<file path="src/rtl/smem_pkg.sv">
// Shared types and defaults for the screen-memory arbiter slice.
package smem_pkg;
   localparam int unsigned NLOC_DEFAULT  = 1200;
   localparam int unsigned DBITS_DEFAULT = 4;
   localparam int unsigned FIFO_DEPTH    = 4;

   typedef enum logic {
      ST_IDLE = 1'b0,
      ST_FILL = 1'b1
   } fill_state_t;
endpackage

</file>
<file path="src/rtl/smem_arbiter_if.sv">
// Bundle of display, CPU store, block fill and memory-port signals around the arbiter.
interface smem_arbiter_if #(
   parameter int unsigned Nloc  = smem_pkg::NLOC_DEFAULT,
   parameter int unsigned Dbits = smem_pkg::DBITS_DEFAULT
);
   localparam int unsigned AW = $clog2(Nloc);

   logic             vga_req;
   logic [AW-1:0]    vga_addr;
   logic [Dbits-1:0] vga_data;

   logic             cpu_wr;
   logic [AW-1:0]    cpu_addr;
   logic [Dbits-1:0] cpu_wdata;
   logic             cpu_wr_ready;

   logic             fill_start;
   logic [AW-1:0]    fill_base;
   logic [AW-1:0]    fill_len;
   logic [Dbits-1:0] fill_val;
   logic             fill_busy;

   logic [AW-1:0]    mem_addr;
   logic             mem_we;
   logic [Dbits-1:0] mem_wdata;
   logic [Dbits-1:0] mem_rdata;

   modport slave (
      input  vga_req, vga_addr, cpu_wr, cpu_addr, cpu_wdata,
      input  fill_start, fill_base, fill_len, fill_val, mem_rdata,
      output vga_data, cpu_wr_ready, fill_busy, mem_addr, mem_we, mem_wdata
   );

   modport master (
      output vga_req, vga_addr, cpu_wr, cpu_addr, cpu_wdata,
      output fill_start, fill_base, fill_len, fill_val, mem_rdata,
      input  vga_data, cpu_wr_ready, fill_busy, mem_addr, mem_we, mem_wdata
   );
endinterface

</file>
<file path="src/rtl/smem_wfifo.sv">
// Small circular write FIFO; push is ignored when full, pop is ignored when empty.
module smem_wfifo #(
   parameter int unsigned DEPTH = 4,
   parameter int unsigned WIDTH = 8
) (
   input  logic             clk,
   input  logic             rst,
   input  logic             i_push,
   input  logic             i_pop,
   input  logic [WIDTH-1:0] i_wdata,
   output logic [WIDTH-1:0] o_rdata,
   output logic             o_full,
   output logic             o_empty
);
   localparam int unsigned PW = (DEPTH > 1) ? $clog2(DEPTH) : 1;
   localparam int unsigned CW = $clog2(DEPTH + 1);

   logic [WIDTH-1:0] r_mem [DEPTH];
   logic [PW-1:0]    r_wptr;
   logic [PW-1:0]    r_rptr;
   logic [CW-1:0]    r_count;
   logic             w_push;
   logic             w_pop;

   function automatic logic [PW-1:0] ptr_inc(input logic [PW-1:0] p);
      return (p == PW'(DEPTH - 1)) ? '0 : p + PW'(1);
   endfunction

   assign w_push  = i_push && !o_full;
   assign w_pop   = i_pop && !o_empty;
   assign o_full  = (r_count == CW'(DEPTH));
   assign o_empty = (r_count == '0);
   assign o_rdata = r_mem[r_rptr];

   always_ff @(posedge clk or posedge rst) begin
      if (rst) begin
         r_wptr  <= '0;
         r_rptr  <= '0;
         r_count <= '0;
      end else begin
         if (w_push) r_wptr <= ptr_inc(r_wptr);
         if (w_pop)  r_rptr <= ptr_inc(r_rptr);
         case ({w_push, w_pop})
            2'b10:   r_count <= r_count + CW'(1);
            2'b01:   r_count <= r_count - CW'(1);
            default: r_count <= r_count;
         endcase
      end
   end

   // Storage needs no reset: occupancy alone decides what is valid.
   always_ff @(posedge clk) begin
      if (w_push) r_mem[r_wptr] <= i_wdata;
   end
endmodule

</file>
<file path="src/rtl/smem_arbiter.sv">
// Single-port screen memory arbiter: display reads beat queued CPU stores, which beat block fill.
module smem_arbiter
   import smem_pkg::*;
#(
   parameter int unsigned Nloc  = NLOC_DEFAULT,
   parameter int unsigned Dbits = DBITS_DEFAULT
) (
   input  logic           clk,
   input  logic           reset,
   smem_arbiter_if.slave  bus
);
   localparam int unsigned AW = $clog2(Nloc);
   localparam int unsigned FW = AW + Dbits;

   fill_state_t      r_state;
   logic [AW-1:0]    r_fill_addr;
   logic [AW-1:0]    r_fill_left;
   logic [Dbits-1:0] r_fill_val;
   logic [Dbits-1:0] r_vga_data;

   logic [FW-1:0]    w_head;
   logic [AW-1:0]    w_head_addr;
   logic [Dbits-1:0] w_head_data;
   logic             w_full;
   logic             w_empty;
   logic             w_fifo_gnt;
   logic             w_fill_gnt;

   smem_wfifo #(
      .DEPTH (FIFO_DEPTH),
      .WIDTH (FW)
   ) u_wfifo (
      .clk     (clk),
      .rst     (reset),
      .i_push  (bus.cpu_wr && !w_full),
      .i_pop   (w_fifo_gnt),
      .i_wdata ({bus.cpu_addr, bus.cpu_wdata}),
      .o_rdata (w_head),
      .o_full  (w_full),
      .o_empty (w_empty)
   );

   assign w_head_addr = w_head[FW-1:Dbits];
   assign w_head_data = w_head[Dbits-1:0];

   // Fixed priority: display, then FIFO head, then fill engine.
   assign w_fifo_gnt = !bus.vga_req && !w_empty;
   assign w_fill_gnt = !bus.vga_req && w_empty && (r_state == ST_FILL);

   assign bus.mem_we    = w_fifo_gnt || w_fill_gnt;
   assign bus.mem_addr  = w_fifo_gnt ? w_head_addr :
                          w_fill_gnt ? r_fill_addr : bus.vga_addr;
   assign bus.mem_wdata = w_fifo_gnt ? w_head_data :
                          w_fill_gnt ? r_fill_val  : '0;

   assign bus.cpu_wr_ready = !w_full;
   assign bus.fill_busy    = (r_state == ST_FILL);
   assign bus.vga_data     = r_vga_data;

   always_ff @(posedge clk or posedge reset) begin
      if (reset) begin
         r_vga_data <= '0;
      end else if (bus.vga_req) begin
         r_vga_data <= bus.mem_rdata;
      end
   end

   // Fill engine holds its position whenever it is not granted.
   always_ff @(posedge clk or posedge reset) begin
      if (reset) begin
         r_state     <= ST_IDLE;
         r_fill_addr <= '0;
         r_fill_left <= '0;
         r_fill_val  <= '0;
      end else begin
         case (r_state)
            ST_IDLE: begin
               if (bus.fill_start && (bus.fill_len != '0)) begin
                  r_state     <= ST_FILL;
                  r_fill_addr <= bus.fill_base;
                  r_fill_left <= bus.fill_len;
                  r_fill_val  <= bus.fill_val;
               end
            end
            ST_FILL: begin
               if (w_fill_gnt) begin
                  r_fill_addr <= (r_fill_addr == AW'(Nloc - 1)) ? '0 : r_fill_addr + AW'(1);
                  r_fill_left <= r_fill_left - AW'(1);
                  if (r_fill_left == AW'(1)) r_state <= ST_IDLE;
               end
            end
            default: r_state <= ST_IDLE;
         endcase
      end
   end
endmodule

</file>
<file path="src/flat_wrapper.sv">
// flat-port wrapper written by rule: the top's interface ports become plain ports
module smem_arbiter_flat import smem_pkg::*;
#(
   parameter int unsigned Nloc  = NLOC_DEFAULT,
   parameter int unsigned Dbits = DBITS_DEFAULT
)
  (clk, reset, bus_vga_req, bus_vga_addr, bus_cpu_wr, bus_cpu_addr, bus_cpu_wdata, bus_fill_start, bus_fill_base, bus_fill_len, bus_fill_val, bus_mem_rdata, bus_vga_data, bus_cpu_wr_ready, bus_fill_busy, bus_mem_addr, bus_mem_we, bus_mem_wdata);
  smem_arbiter_if #(.Nloc(Nloc), .Dbits(Dbits)) bus_i ();
  input  logic clk;
  input  logic reset;
  input wire logic [$bits(bus_i.vga_req)-1:0] bus_vga_req;
  input wire logic [$bits(bus_i.vga_addr)-1:0] bus_vga_addr;
  input wire logic [$bits(bus_i.cpu_wr)-1:0] bus_cpu_wr;
  input wire logic [$bits(bus_i.cpu_addr)-1:0] bus_cpu_addr;
  input wire logic [$bits(bus_i.cpu_wdata)-1:0] bus_cpu_wdata;
  input wire logic [$bits(bus_i.fill_start)-1:0] bus_fill_start;
  input wire logic [$bits(bus_i.fill_base)-1:0] bus_fill_base;
  input wire logic [$bits(bus_i.fill_len)-1:0] bus_fill_len;
  input wire logic [$bits(bus_i.fill_val)-1:0] bus_fill_val;
  input wire logic [$bits(bus_i.mem_rdata)-1:0] bus_mem_rdata;
  output wire logic [$bits(bus_i.vga_data)-1:0] bus_vga_data;
  output wire logic [$bits(bus_i.cpu_wr_ready)-1:0] bus_cpu_wr_ready;
  output wire logic [$bits(bus_i.fill_busy)-1:0] bus_fill_busy;
  output wire logic [$bits(bus_i.mem_addr)-1:0] bus_mem_addr;
  output wire logic [$bits(bus_i.mem_we)-1:0] bus_mem_we;
  output wire logic [$bits(bus_i.mem_wdata)-1:0] bus_mem_wdata;
  assign bus_i.vga_req = bus_vga_req;
  assign bus_i.vga_addr = bus_vga_addr;
  assign bus_i.cpu_wr = bus_cpu_wr;
  assign bus_i.cpu_addr = bus_cpu_addr;
  assign bus_i.cpu_wdata = bus_cpu_wdata;
  assign bus_i.fill_start = bus_fill_start;
  assign bus_i.fill_base = bus_fill_base;
  assign bus_i.fill_len = bus_fill_len;
  assign bus_i.fill_val = bus_fill_val;
  assign bus_i.mem_rdata = bus_mem_rdata;
  assign bus_vga_data = bus_i.vga_data;
  assign bus_cpu_wr_ready = bus_i.cpu_wr_ready;
  assign bus_fill_busy = bus_i.fill_busy;
  assign bus_mem_addr = bus_i.mem_addr;
  assign bus_mem_we = bus_i.mem_we;
  assign bus_mem_wdata = bus_i.mem_wdata;
  smem_arbiter #(.Nloc(Nloc), .Dbits(Dbits)) u_core (.clk(clk), .reset(reset), .bus(bus_i));
endmodule
</file>
<file path="config.mk">
export PLATFORM = sky130hd
export DESIGN_NAME = smem_arbiter_flat
export DESIGN_NICKNAME = d
export VERILOG_FILES = /design/src/rtl/smem_pkg.sv /design/src/rtl/smem_arbiter_if.sv /design/src/rtl/smem_wfifo.sv /design/src/rtl/smem_arbiter.sv /design/src/flat_wrapper.sv
export SDC_FILE = /design/constraint.sdc
export NUM_CORES = 1
export LEC_CHECK = 0
export ABC_AREA = 1
export BUFFER_PORTS_ARGS = -buffer_cell sky130_fd_sc_hd__buf_2
export CAP_MARGIN = 5
export CELL_PAD_IN_SITES_DETAIL_PLACEMENT = 1
export CELL_PAD_IN_SITES_GLOBAL_PLACEMENT = 1
export CORE_MARGIN = 1
export CORE_UTILIZATION = 46
export DETAILED_ROUTE_END_ITERATION = 16
export MAX_ROUTING_LAYER = met4
export PLACE_DENSITY = 0.94
export SLEW_MARGIN = 30
export SYNTH_ARGS = -nofsm -noshare
export SYNTH_HDL_FRONTEND = slang
export SYNTH_SLANG_ARGS = --single-unit
</file>
<file path="constraint.sdc">
create_clock -name clk -period 2.7 [get_ports clk]
set_input_delay 0.27 -clock clk [delete_from_list [all_inputs] [get_ports clk]]
set_output_delay 0.27 -clock clk [all_outputs]
set_load 0.02 [all_outputs]
</file>
==> summary.txt <==
Run status
  – Outcome: finished clean

Synth
  – Syn. warnings: 0
  – Main flop type after synthesis: edfxtp_1
  – Leading area contributor after synthesis: edfxtp_1
  – Register bit total from synthesis: 98
  – Syn Area/Cell: 8.87 um^2
  – Mapped Nets: approximately 630
  – Top post-synthesis cells by area: edfxtp_1, dfrtp_1, nand2_1, nand3_1, inv_1
  – Synth Cell Area: 4990 um^2
  – Dominant cell by count in the synthesized netlist: nand2_1
  – Synth cell types: 34
  – Post-synth top cells: nand2_1, nand3_1, edfxtp_1, inv_1, dfrtp_1
  – Post-Syn Instances: 563
  – Number of synthesized flops with an enable pin: 60
  – Register area share after synthesis: 0.551
  – Yosys top cell area share: 0.361
  – Fraction of registers with async set/reset: 0.388

Final layout
  – Fill cells: 1280
  – Share of cells above drive strength 1: 0.202
  – Design Area, Final: 5700 um^2
  – Layout Cells excl Fill: 785
  – Final Util: 0.548
  – Nets: 715
  – Area Growth Syn to Fin: 14.2%
  – Ant diodes: 0

Worst setup path
  – Worst-path maximum fanout: 15
  – Startpoint types: flip-flop
  – Critical path class: reg -> out
  – R2R cell count: 9
  – Worst endpoint required time: 2.43 ns
  – Crit end category: output pin
  – Critical Path AT: 2.23 ns

Floorplan
  – Initial Util: 0.479
  – Core footprint: 10400 um^2
  – # IOs: 83
  – Std cell rows: 37
  – Die width: 106 um
  – Die Area: 11300 um^2
  – Die Ht: 106 um

Placed design
  – Port Buffers: 82
  – DP Area: 5510 um^2
  – Routability cong.: 0.831
  – DP Wirelength: 10000 um
  – Placed Cells: 769

Clock network
  – CTS Buffer Depth: 2
  – Post-cts gate resize count: 0
  – Inserted Clock Buffers: 9
  – Clock latency on the worst-skew pair: 0.36 ns
  – Sink Count: 98
  – CTS root buffer: clkbuf_8
  – # H-tree levels: 3
  – Cts hold-fix bufs: 0
  – CTS clk-pin slew, worst paths: 0.10 ns
  – CTS tree: done
  – Post-CTS Setup Bufs: 0

Drt
  – Drt pass-1 iters: 4
  – Vias: 4241
  – DR DRC count: 0
  – DRT iter0 DRCs: 213
  – Post-route ant nets: 0
  – Via density: roughly 5.4
  – Drt wl/cell: 17.5 um
  – Total Wirelength: 13800 um

Power and ir drop
  – Comb pwr share: 0.428
  – Psw: 0.00255 W
  – Clk pwr share: 0.164
  – Pint: 0.00326 W
  – P_leak: 2.62 nW
  – Register share of total power: 0.407
  – Switching Fraction: 0.439
  – VDD IR max: 0.000394 V
  – Pwr dens: 1020 nW/um^2

Timing
  – Max transition margin: 0.539
  – Final Skew: 0.00711 ns
  – Minimum clock period: 2.50 ns
  – Worst Tran Pin Value: 0.691 ns
  – Max-slew violations: 0
  – FMAX: ~400 MHz
  – Final hold vios: 0
  – Hold slack: ~0.018 ns
  – RSZ-0062 raised after global routing: no
  – Tcrit/Tclk final: 0.924
  – Setup TNS Final: 0 ns
  – # setup viols final: 0

Run
  – MaxCap Viol Count: 0

Global route
  – Largest net degree at the start of global routing: 39
  – Vias in the first global route: 4554
  – GRT Util Overall: 0.268
  – First-pass GRT wire length: 22500 um
  – Congestion Overflow GR: 0
  – Initial antenna violation count: 0

Min path
  – Hold Path Class: in -> async
-- flip-flops by register name, summed over array words and instances (netlist names) --
signal                  count
u_core.u_wfifo.r_count      3
u_core.r_fill_left         11
u_core.r_fill_addr         11
u_core.u_wfifo.r_mem       60
u_core.r_fill_val           4
u_core.u_wfifo.r_wptr       2
u_core.bus.fill_busy        1
u_core.u_wfifo.r_rptr       2
u_core.bus.vga_data         4
-- per-layer routing --
layer,global-route usage,vias to the layer above,share of wire
met4,0.114,0,0.030
met2,0.457,104,0.51
met5,-,-,0
li1,-,2016,-
met3,0.0313,36,0.035
met1,0.322,2085,0.42
-- final timing paths --
kind / from / endpoint / slack, ns
hold reg to reg: u_core.bus.vga_data[2] / u_core.bus.vga_data[2] / 0.48
max in group asynchronous: reset / u_core.u_wfifo.r_rptr[1] / 2.30
setup / recovery: u_core.u_wfifo.r_count[0] / bus_mem_addr[1] / 0.20
setup reg to reg: u_core.u_wfifo.r_count[0] / u_core.u_wfifo.r_count[2] / 0.53
hold / removal: reset / u_core.r_fill_addr[8] / 0.02
min in group clk: bus_mem_rdata[2] / u_core.bus.vga_data[2] / 0.10
-- power by group through the flow --
stage / logic, W / registers (W) / clock network [W]
after floorplan: 0.00181 / 0.00227 / 0
after detailed placement: 0.00248 / 0.00239 / 0
after global routing: 0.00279 / 0.00241 / 0.00102
after global placement: 0.00232 / 0.00235 / 0
final: 0.00249 / 0.00237 / 0.000955
after CTS: 0.00250 / 0.00236 / 0.000973
-- kinds of logic after synthesis --
| logic type | synth area share |
|---|---|
| AO/OA/AOI/OAI | 0.0719 |
| XOR/XNOR | 0.00526 |
| adder cells (fa/ha/maj) | 0.0266 |
| buffers and inverters | 0.0727 |
| flip-flops | 0.551 |
| AND/OR/NAND/NOR | 0.272 |
-- metrics by stage --
step	power, W	setup WS [ns]
after floorplan	0.00409	0.728
after detailed placement	0.00486	0.602
after global placement	0.00466	0.705
after global routing	0.00622	0.0439
final	0.00581	0.205
after CTS	0.00583	0.195
-- worst max-delay path, cell delays in order, from the launching register on --
cell      delay, ns
dfrtp_1        0.45
nor2_4         0.19
nand4_2        0.43
inv_1          0.36
nand2_1        0.10
o211ai_1       0.12
buf_2          0.21
-- area by class of cell --
type | count | area (um^2) | share of cell area
sequential | 98 | 2750 | 0.483
multi-input combinational | 384 | 1880 | 0.329
timing repair buffer | 93 | 493 | 0.0864
inverter | 58 | 218 | 0.0382
tap | 136 | 170 | 0.0298
clock buffer | 10 | 128 | 0.0224
clock inverter | 6 | 65.1 | 0.0114
-- cell usage in the layout, fill, tap and decap left out, types with 3 or more instances in the layout --
master and n:
nand2_1 195, buf_2 82, nand3_1 74, edfxtp_1 60
inv_1 55, dfrtp_1 38, nor2_1 28, o21ai_0 25
buf_4 11, ha_1 9, clkbuf_8 9, o21ai_2 7
a21oi_1 7, o221ai_1 7, nand4_1 6, inv_2 3
nor3_1 3
Note: power is estimated with default switching activity, not from simulation.
